`src/rtl/uncached_write_buffer_if.sv`:
```
// Write-port bundle between the uncached write buffer and the shared AXI3 write channel,
// including the request/grant pair used to arbitrate for that port.
interface uncached_write_buffer_if;
  logic        req;
  logic        grnt;

  logic [3:0]  awid;
  logic [31:0] awaddr;
  logic [3:0]  awlen;
  logic [2:0]  awsize;
  logic [1:0]  awburst;
  logic [1:0]  awlock;
  logic [3:0]  awcache;
  logic [2:0]  awprot;
  logic        awvalid;
  logic        awready;

  logic [3:0]  wid;
  logic [31:0] wdata;
  logic [3:0]  wstrb;
  logic        wlast;
  logic        wvalid;
  logic        wready;

  logic [3:0]  bid;
  logic [1:0]  bresp;
  logic        bvalid;
  logic        bready;

  // AW, W and B each complete a transfer on a rising edge where valid and ready are both
  // high; the source raises valid without waiting for ready and holds valid and payload
  // stable until that edge.
  modport master (
    output req,
    input  grnt,
    output awid, awaddr, awlen, awsize, awburst, awlock, awcache, awprot, awvalid,
    input  awready,
    output wid, wdata, wstrb, wlast, wvalid,
    input  wready,
    input  bid, bresp, bvalid,
    output bready
  );

  modport slave (
    input  req,
    output grnt,
    input  awid, awaddr, awlen, awsize, awburst, awlock, awcache, awprot, awvalid,
    output awready,
    input  wid, wdata, wstrb, wlast, wvalid,
    output wready,
    output bid, bresp, bvalid,
    input  bready
  );
endinterface

```
`src/rtl/uncached_write_buffer.sv`:
```
// Posted-write FIFO for uncached stores, drained in order as single-beat AXI3 writes.
// Define UNCACHED_WB_BRESP_WAIT_EN to retire entries only on a matching B response.
module uncached_write_buffer #(
  parameter int          DEPTH  = 4,
  parameter logic [3:0]  AXI_ID = 4'b0010
) (
  input  logic                       clk,
  input  logic                       rst_n,
  input  logic                       cpu_uncached,
  input  logic                       cpu_we,
  input  logic [31:0]                cpu_addr,
  input  logic [3:0]                 cpu_byte_enable,
  input  logic [31:0]                cpu_wdata,
  output logic                       cpu_stall,
  output logic                       empty,
  output logic [$clog2(DEPTH+1)-1:0] count,
  output logic                       wr_err,
  output logic [1:0]                 dbg_state,
  uncached_write_buffer_if.master    axi
);

  localparam int PW = $clog2(DEPTH);
  localparam int CW = $clog2(DEPTH+1);

  typedef enum logic [1:0] {
    S_IDLE = 2'd0,
    S_REQ  = 2'd1,
`ifdef UNCACHED_WB_BRESP_WAIT_EN
    S_RESP = 2'd3,
`endif
    S_XFER = 2'd2
  } state_t;

  state_t        state;
  logic [29:0]   mem_addr [DEPTH];
  logic [3:0]    mem_be   [DEPTH];
  logic [31:0]   mem_data [DEPTH];
  logic [PW-1:0] wr_ptr;
  logic [PW-1:0] rd_ptr;
  logic [CW-1:0] cnt;
  logic          full;
  logic          push;
  logic          pop;
  logic          xfer_done;

  // A pop in the same cycle never frees a slot for a store that arrived while full.
  assign full      = (cnt == CW'(DEPTH));
  assign push      = cpu_uncached & cpu_we & ~full;
  assign cpu_stall = cpu_uncached & cpu_we & full;
  assign empty     = (cnt == '0);
  assign count     = cnt;
  assign dbg_state = state;

  assign axi.awid    = AXI_ID;
  assign axi.awaddr  = {mem_addr[rd_ptr], 2'b00};
  assign axi.awlen   = 4'd0;
  assign axi.awsize  = 3'b010;
  assign axi.awburst = 2'b00;
  assign axi.awlock  = 2'b00;
  assign axi.awcache = 4'd0;
  assign axi.awprot  = 3'd0;
  assign axi.wid     = AXI_ID;
  assign axi.wdata   = mem_data[rd_ptr];
  assign axi.wstrb   = mem_be[rd_ptr];

  // Each channel is done once its valid has dropped or is being accepted this edge.
  assign xfer_done = (state == S_XFER)
                   & (~axi.awvalid | axi.awready)
                   & (~axi.wvalid  | axi.wready);

`ifdef UNCACHED_WB_BRESP_WAIT_EN
  assign pop        = (state == S_RESP) & axi.bvalid & (axi.bid == AXI_ID);
  assign axi.bready = (state == S_RESP);

  always_ff @(posedge clk or negedge rst_n) begin
    if (!rst_n) begin
      wr_err <= 1'b0;
    end else if (pop && (axi.bresp != 2'b00)) begin
      wr_err <= 1'b1;
    end
  end
`else
  logic unused_b;

  assign pop        = xfer_done;
  assign axi.bready = 1'b1;
  assign wr_err     = 1'b0;
  assign unused_b   = ^{axi.bid, axi.bresp, axi.bvalid};
`endif

  always_ff @(posedge clk) begin
    if (push) begin
      mem_addr[wr_ptr] <= cpu_addr[31:2];
      mem_be[wr_ptr]   <= cpu_byte_enable;
      mem_data[wr_ptr] <= cpu_wdata;
    end
  end

  always_ff @(posedge clk or negedge rst_n) begin
    if (!rst_n) begin
      wr_ptr <= '0;
      rd_ptr <= '0;
      cnt    <= '0;
    end else begin
      if (push) wr_ptr <= wr_ptr + PW'(1);
      if (pop)  rd_ptr <= rd_ptr + PW'(1);
      case ({push, pop})
        2'b10:   cnt <= cnt + CW'(1);
        2'b01:   cnt <= cnt - CW'(1);
        default: cnt <= cnt;
      endcase
    end
  end

  always_ff @(posedge clk or negedge rst_n) begin
    if (!rst_n) begin
      state       <= S_IDLE;
      axi.req     <= 1'b0;
      axi.awvalid <= 1'b0;
      axi.wvalid  <= 1'b0;
      axi.wlast   <= 1'b0;
    end else begin
      case (state)
        S_IDLE: begin
          if (cnt != '0) begin
            axi.req <= 1'b1;
            state   <= S_REQ;
          end
        end
        S_REQ: begin
          if (axi.grnt) begin
            axi.awvalid <= 1'b1;
            axi.wvalid  <= 1'b1;
            axi.wlast   <= 1'b1;
            state       <= S_XFER;
          end
        end
        S_XFER: begin
          if (axi.awvalid && axi.awready) axi.awvalid <= 1'b0;
          if (axi.wvalid && axi.wready) begin
            axi.wvalid <= 1'b0;
            axi.wlast  <= 1'b0;
          end
          if (xfer_done) begin
`ifdef UNCACHED_WB_BRESP_WAIT_EN
            state <= S_RESP;
`else
            axi.req <= 1'b0;
            state   <= S_IDLE;
`endif
          end
        end
`ifdef UNCACHED_WB_BRESP_WAIT_EN
        S_RESP: begin
          if (pop) begin
            axi.req <= 1'b0;
            state   <= S_IDLE;
          end
        end
`endif
        default: begin
          state <= S_IDLE;
        end
      endcase
    end
  end

endmodule
```
`src/flat_wrapper.sv`:
```
// flat-port wrapper written by rule: the top's interface ports become plain ports
module uncached_write_buffer_flat 
#(
  parameter int          DEPTH  = 4,
  parameter logic [3:0]  AXI_ID = 4'b0010
)
  (clk, rst_n, cpu_uncached, cpu_we, cpu_addr, cpu_byte_enable, cpu_wdata, cpu_stall, empty, count, wr_err, dbg_state, axi_req, axi_grnt, axi_awid, axi_awaddr, axi_awlen, axi_awsize, axi_awburst, axi_awlock, axi_awcache, axi_awprot, axi_awvalid, axi_awready, axi_wid, axi_wdata, axi_wstrb, axi_wlast, axi_wvalid, axi_wready, axi_bid, axi_bresp, axi_bvalid, axi_bready);
  uncached_write_buffer_if axi_i ();
  input  logic clk;
  input  logic rst_n;
  input  logic cpu_uncached;
  input  logic cpu_we;
  input  logic [31:0] cpu_addr;
  input  logic [3:0] cpu_byte_enable;
  input  logic [31:0] cpu_wdata;
  output logic cpu_stall;
  output logic empty;
  output logic [$clog2(DEPTH+1)-1:0] count;
  output logic wr_err;
  output logic [1:0] dbg_state;
  output wire logic [$bits(axi_i.req)-1:0] axi_req;
  input wire logic [$bits(axi_i.grnt)-1:0] axi_grnt;
  output wire logic [$bits(axi_i.awid)-1:0] axi_awid;
  output wire logic [$bits(axi_i.awaddr)-1:0] axi_awaddr;
  output wire logic [$bits(axi_i.awlen)-1:0] axi_awlen;
  output wire logic [$bits(axi_i.awsize)-1:0] axi_awsize;
  output wire logic [$bits(axi_i.awburst)-1:0] axi_awburst;
  output wire logic [$bits(axi_i.awlock)-1:0] axi_awlock;
  output wire logic [$bits(axi_i.awcache)-1:0] axi_awcache;
  output wire logic [$bits(axi_i.awprot)-1:0] axi_awprot;
  output wire logic [$bits(axi_i.awvalid)-1:0] axi_awvalid;
  input wire logic [$bits(axi_i.awready)-1:0] axi_awready;
  output wire logic [$bits(axi_i.wid)-1:0] axi_wid;
  output wire logic [$bits(axi_i.wdata)-1:0] axi_wdata;
  output wire logic [$bits(axi_i.wstrb)-1:0] axi_wstrb;
  output wire logic [$bits(axi_i.wlast)-1:0] axi_wlast;
  output wire logic [$bits(axi_i.wvalid)-1:0] axi_wvalid;
  input wire logic [$bits(axi_i.wready)-1:0] axi_wready;
  input wire logic [$bits(axi_i.bid)-1:0] axi_bid;
  input wire logic [$bits(axi_i.bresp)-1:0] axi_bresp;
  input wire logic [$bits(axi_i.bvalid)-1:0] axi_bvalid;
  output wire logic [$bits(axi_i.bready)-1:0] axi_bready;
  assign axi_req = axi_i.req;
  assign axi_i.grnt = axi_grnt;
  assign axi_awid = axi_i.awid;
  assign axi_awaddr = axi_i.awaddr;
  assign axi_awlen = axi_i.awlen;
  assign axi_awsize = axi_i.awsize;
  assign axi_awburst = axi_i.awburst;
  assign axi_awlock = axi_i.awlock;
  assign axi_awcache = axi_i.awcache;
  assign axi_awprot = axi_i.awprot;
  assign axi_awvalid = axi_i.awvalid;
  assign axi_i.awready = axi_awready;
  assign axi_wid = axi_i.wid;
  assign axi_wdata = axi_i.wdata;
  assign axi_wstrb = axi_i.wstrb;
  assign axi_wlast = axi_i.wlast;
  assign axi_wvalid = axi_i.wvalid;
  assign axi_i.wready = axi_wready;
  assign axi_i.bid = axi_bid;
  assign axi_i.bresp = axi_bresp;
  assign axi_i.bvalid = axi_bvalid;
  assign axi_bready = axi_i.bready;
  uncached_write_buffer #(.DEPTH(DEPTH), .AXI_ID(AXI_ID)) u_core (.clk(clk), .rst_n(rst_n), .cpu_uncached(cpu_uncached), .cpu_we(cpu_we), .cpu_addr(cpu_addr), .cpu_byte_enable(cpu_byte_enable), .cpu_wdata(cpu_wdata), .cpu_stall(cpu_stall), .empty(empty), .count(count), .wr_err(wr_err), .dbg_state(dbg_state), .axi(axi_i));
endmodule
```
`config.mk`:
```
export PLATFORM = sky130hd
export DESIGN_NAME = uncached_write_buffer_flat
export DESIGN_NICKNAME = d
export VERILOG_FILES = /design/src/rtl/uncached_write_buffer_if.sv /design/src/rtl/uncached_write_buffer.sv /design/src/flat_wrapper.sv
export SDC_FILE = /design/constraint.sdc
export NUM_CORES = 1
export LEC_CHECK = 0
export BUFFER_PORTS_ARGS = -buffer_cell sky130_fd_sc_hd__buf_4
export CORE_MARGIN = 8
export CORE_UTILIZATION = 55
export CTS_CLUSTER_DIAMETER = 80
export DETAILED_ROUTE_END_ITERATION = 10
export GPL_TIMING_DRIVEN = 0
export HOLD_SLACK_MARGIN = 0.06
export PLACE_DENSITY_LB_ADDON = 0.15
export RECOVER_POWER = 25
export SYNTH_ARGS = -nofsm -noshare
export SYNTH_HDL_FRONTEND = slang
export SYNTH_SLANG_ARGS = --single-unit
```
`constraint.sdc`:
```
create_clock -name clk -period 3.09 [get_ports clk]
set_input_delay 0.4635 -clock clk [delete_from_list [all_inputs] [get_ports clk]]
set_output_delay 0.4635 -clock clk [all_outputs]
set_load 0.05 [all_outputs]
```
-- Yosys cells after proc, flatten, opt, wreduce, memory -nomap -nowiden
Memories as Yosys holds them, arrays and structs flattened.
Cells that the tools add are included.
- bits in read-only memories: 0
- memories kept: 3
- logic and storage cells: 61
- bits in latches: 0
- output and inout port bits: 107
- bits in registers: 12
- bits in writable memories: 264
- add/sub/neg operators: 4
- muxes and demuxes: 15
- divide/modulo/power cells: 0
- shifts and indexed selects: 0
- eq/ne operators: 10
- magnitude comparators: 0
- $mul: 0
- bitwise logic cells: 10
- reductions and logical operators: 12
- memory list (memory ; words ; width ; rd ports ; clocked after Yosys merged registers in ; write ports ; RTL line ; RTL):
    u_core.mem_data ; 4 ; 32 ; 1 ; 0 ; 1 ; uncached_write_buffer.sv:37 ; logic [31:0] mem_data [DEPTH];
    u_core.mem_addr ; 4 ; 30 ; 1 ; 0 ; 1 ; uncached_write_buffer.sv:35 ; logic [29:0] mem_addr [DEPTH];
    u_core.mem_be ; 4 ; 4 ; 1 ; 0 ; 1 ; uncached_write_buffer.sv:36 ; logic [3:0] mem_be [DEPTH];
- operators by type and width (kind ; number):
    AND reduction 3 bit ; 4
    two-way mux 1 bit ; 7
    two-way mux 2 bit ; 3
    inequality test 2 bit (second input constant) ; 3
    one-hot mux 1 bit (2 select lines) ; 3
    one-hot mux 2 bit (3 select lines) ; 1
    one-hot mux 3 bit (2 select lines) ; 1
    nonzero test 2 bit ; 3
    bitwise AND 1 bit ; 5
    adder 2 x 1 -> 2 bit (second input constant) ; 2
    == test 2 x 1 -> 1 bit (second input constant) ; 2
    == test 2 bit (second input constant) ; 2
    inequality test 2 x 1 -> 1 bit (second input constant) ; 2
    adder 3 x 1 -> 3 bit (second input constant) ; 1
    == test 3 bit (second input constant) ; 1
    zero test 3 bit ; 1
    NOT 1 bit ; 3
    nonzero test 3 bit ; 1
    subtractor 3 x 1 -> 3 bit (second input constant) ; 1
    logical AND 1 bit ; 2
    zero test 2 bit ; 1
    bitwise OR 1 bit ; 2

-- Longest topological paths before layout
- depth in word-level cells: 6
- gate-level depth with buffers: 9

-- Worst setup path before layout
No wires, ideal clock.
- kind: register to register
- start point: reg u_core.cnt[0] (netlist: u_core.count[0])
- end point: mem u_core.mem_addr[0][0] (enable)
- buffers on the path: 1
- arrival time: 2.616 ns
- slack: 0.043 ns
- data required time: 2.659 ns
- period minus slack after synthesis: 3.047 ns
- cell stages (with the launch flop): 4
- cells stage by stage: dfrtp_1 > or3b_1 > buf_2 > and3_1
- cells in the longest elaborated chain, start to end: 5
- RTL lines (item ; RTL line ; RTL):
    start: declaration ; uncached_write_buffer.sv:40 ; logic [CW-1:0] cnt;
    start signal: assignment ; uncached_write_buffer.sv:108 ; 2'b10: cnt <= cnt + CW'(1);
    start signal: assignment ; uncached_write_buffer.sv:109 ; 2'b01: cnt <= cnt - CW'(1);
    start signal: assignment ; uncached_write_buffer.sv:110 ; default: cnt <= cnt;
    == test 3 bit ; uncached_write_buffer.sv:47 ; assign full = (cnt == CW'(DEPTH));
    NOT 1 bit ; uncached_write_buffer.sv:48 ; assign push = cpu_uncached & cpu_we & ~full;
    bitwise AND 1 bit ; uncached_write_buffer.sv:48 ;
    two-way mux 1 bit ; uncached_write_buffer.sv:92 ; if (push) begin
    two-way mux 1 bit (not written as such) ; uncached_write_buffer.sv:93 ; mem_addr[wr_ptr] <= cpu_addr[31:2];
    end: declaration ; uncached_write_buffer.sv:35 ;
No other way between the ends.

-- Worst setup path in the final report
- start point: reg u_core.rd_ptr[0]
- end point: out axi_wdata[1]
- cells in the longest elaborated chain, start to end: 1
- RTL lines (item ; RTL line ; RTL):
    start: declaration ; uncached_write_buffer.sv:39 ; logic [PW-1:0] rd_ptr;
    start signal: assignment ; uncached_write_buffer.sv:106 ; if (pop) rd_ptr <= rd_ptr + PW'(1);
    memory (4 x 32 bit) ; - ;
    end: declaration ; flat_wrapper.sv:34 ; output wire logic [$bits(axi_i.wdata)-1:0] axi_wdata;
No other way between the ends.

==> flow_summary.toml <==
[detailed_routing]
drcViolationCount = 0
drt-wirelength-per-cell_um = 21.4
antenna_left = 0
drt_iter0_drc = 276
drt_wl_total_um = 19500
viasPerCell = 5.33
dr_total_vias = 4854
drt-pass1-iter-count = 4

[place]
dpl_cell_area_sq_um = 12100
gp_congestion = 0.706
dpl.hpwl_um = 12500
port_buffers = 149

[clocking]
cts_tree = "yes"
clockBufferDepth = 3
root_buffer = "clkbuf_16"
cts_sinks = 276
clk_pin_slew_ns = 0.06
h-tree-depth = 1
postCtsSetupBuffers = 0
clock_latency_ns = 0.52
numCtsBuffers = 28

[run_status]
outcome = "completed"

[yosys]
synth_cells = 445
avgSynthCellArea_sq_um = 23.4
yosys-top-cells-area = "edfxtp_1 (76%), mux4_2 (14%), dfrtp_1 (2.9%), buf_4 (2.3%), ha_1 (0.48%)"
yosysUniqueCellTypes = 33
seq_area_frac_synth_pct = 79.0
ys_seq_elements = 276
synth_top_area_share_pct = 76.1
synth_largest_area_cell = "edfxtp_1"
yosysWarnings = 0
syn_area_sq_um = 10400

[pwr]
power_density_nw_per_um2 = 1030
vdd_drop_max_mv = 0.746
cellLeakagePower_uw = 0.00450

[worst_setup_path]
required_ns = 2.63
cp-start-kind = "flop"
crit_path_end_kind = "output port"
cp_max_fo = 10
cp.arrival_ns = 2.45
critPathKind = "flop to output port"

[grt]
grt_max_degree = 45
grt_pass1_vias = 5534
grt_overflow = 0
grt_pass1_wl_um = 30900
antenna_found_initial = 0
grt_usage_pct = 16.8

[final_layout]
layout-drive-gt1-share_pct = 38.8
nets = 744
diodes = 0
final_cell_mix = "edfxtp_1 (264), buf_4 (140), mux4_2 (66), clkbuf_1 (52), conb_1 (30)"
stdcell_area_sq_um = 12800
fillerInstances = 1230
syn2layout_area_growth_pct = 22.8
mostFrequentLayoutCell = "edfxtp_1"

[hold_path]
min_path_type = "input port to flop"

[timing]
timing.fmax_mhz = 343
finalHoldViolCount = 0
relSlewSlack_pct = 53.6
fin_crit_sh_pct = 94.2
setup_viol = 0
finalSetupTns_ns = 0
tightest_slew_ns = 0.696
clock_skew_ns = 0.00871
grt_setup_unrepaired = "no"
min_period_ns = 2.91
report.final.slew_viol_count = 0

[floorplan]
die_w_um = 154
core_sq_um = 18600
start_util_pct = 55.9
die_area_sq_um = 23600
io_pins = 189
rows = 50
die_h_um = 154

[run]
timing.max_cap.violations = 0
Yosys cell counts:
cell type	number
xnor2_1	3
a21o_1	2
buf_2	9
dfrtp_1	12
and3_1	5
buf_4	32
clkbuf_1	2
conb_1	2
a211o_1	1
inv_1	4
ha_1	4
xor2_1	2
a32oi_1	1
xnor2_4	1
o21ai_0	1
a2111oi_0	1
nand2b_1	1
nor2_1	7
and2b_1	1
nor2b_1	2
o21ai_1	1
buf_6	1
edfxtp_1	264
buf_1	5
a21oi_1	2
mux4_2	66
nor3_1	2
nand2_1	6
fa_1	1
mux2_1	1
and2_1	1
and2_4	1
or3b_1	1
final cells by class:
class | instances | area [sq um] | area share [%]
clock buffers | 36 | 752 | 5.88
clock inverters | 14 | 118 | 0.920
flip-flops and latches | 276 | 8230 | 64.4
plain buffers | 49 | 328 | 2.56
repair buffers | 154 | 1080 | 8.43
inverters | 4 | 15.0 | 0.117
multi-input cells | 144 | 1970 | 15.4
well taps | 234 | 293 | 2.29
kinds of logic after synthesis:
group	after synthesis	share of synthesized area (%)
fa+ha+maj	5	0.673
other cells	2	0.0721
compound gates	9	0.589
buf+inv	53	3.24
simple gates	27	1.35
mux	67	14.4
flops	276	79.0
xor+xnor	6	0.685
sequential cells by signal, indices dropped and copies added (netlist names):
signal / count
u_core.axi.wlast: 1
u_core.count: 3
u_core.mem_data: 128
u_core.mem_addr: 120
u_core.rd_ptr: 2
u_core.axi.req: 1
u_core.wr_ptr: 2
u_core.axi.awvalid: 1
u_core.dbg_state: 2
u_core.mem_be: 16
metrics by stage:
stage               total power (uW)  hold WS, ns  cells  setup slack, ns  utilization [%]
floorplan                       8690        0.168    473           0.0426                -
global placement               10100        0.309    856            -1.04             64.0
detailed placement             10200        0.313    860            0.533             64.7
CTS                            13400        0.114    911           0.0753             69.4
global route                   13700        0.133    911          0.00110             68.6
finish                         13200        0.137    911            0.179             68.6
worst paths after layout:
path / slack (ns) / start / endpoint / cells after the start
setup / recovery: 0.18 / u_core.rd_ptr[0] / axi_wdata[1] / 5
hold / removal: 0.14 / cpu_wdata[10] / u_core.mem_data[2][10] / 1
setup reg to reg: 0.74 / u_core.count[0] / u_core.count[2] / 9
hold reg to reg: 0.51 / u_core.axi.req / u_core.axi.req / 1
max in group asynchronous: 2.63 / rst_n / u_core.dbg_state[1] / 2
min in group asynchronous: 0.31 / rst_n / u_core.wr_ptr[1] / 2
metal layers:
metal	GRT usage, %	share of wire, %	up-vias
met3	4.43	5.8	32
met1	20.8	41	2484
met2	29.1	51	136
li1	-	-	2202
met4	4.39	2.2	0
met5	0	0	-
critical path, cell delays in order (launching register included):
cell and delay, ns:
dfrtp_1 0.33, clkbuf_1 0.25, buf_4 0.30, buf_4 0.28, mux4_2 0.55, buf_4 0.21
power breakdown:
group	leakage (uW)	internal [uW]	switching [uW]
Sequential	0.00254	4570	165
Clock	0.000428	1870	1310
Combinational	0.00154	1820	3430
Total	0.00450	8260	4910
timing repair:
| item | 4_1_cts | 5_1_grt |
|---|---|---|
| resized for setup | 2 | 0 |
| hold buffers | 1 | 0 |
| hold endpoints to repair | 12 | 0 |
| setup endpoints to repair | 12 | 0 |
Note: power is estimated with default switching activity, not from simulation.
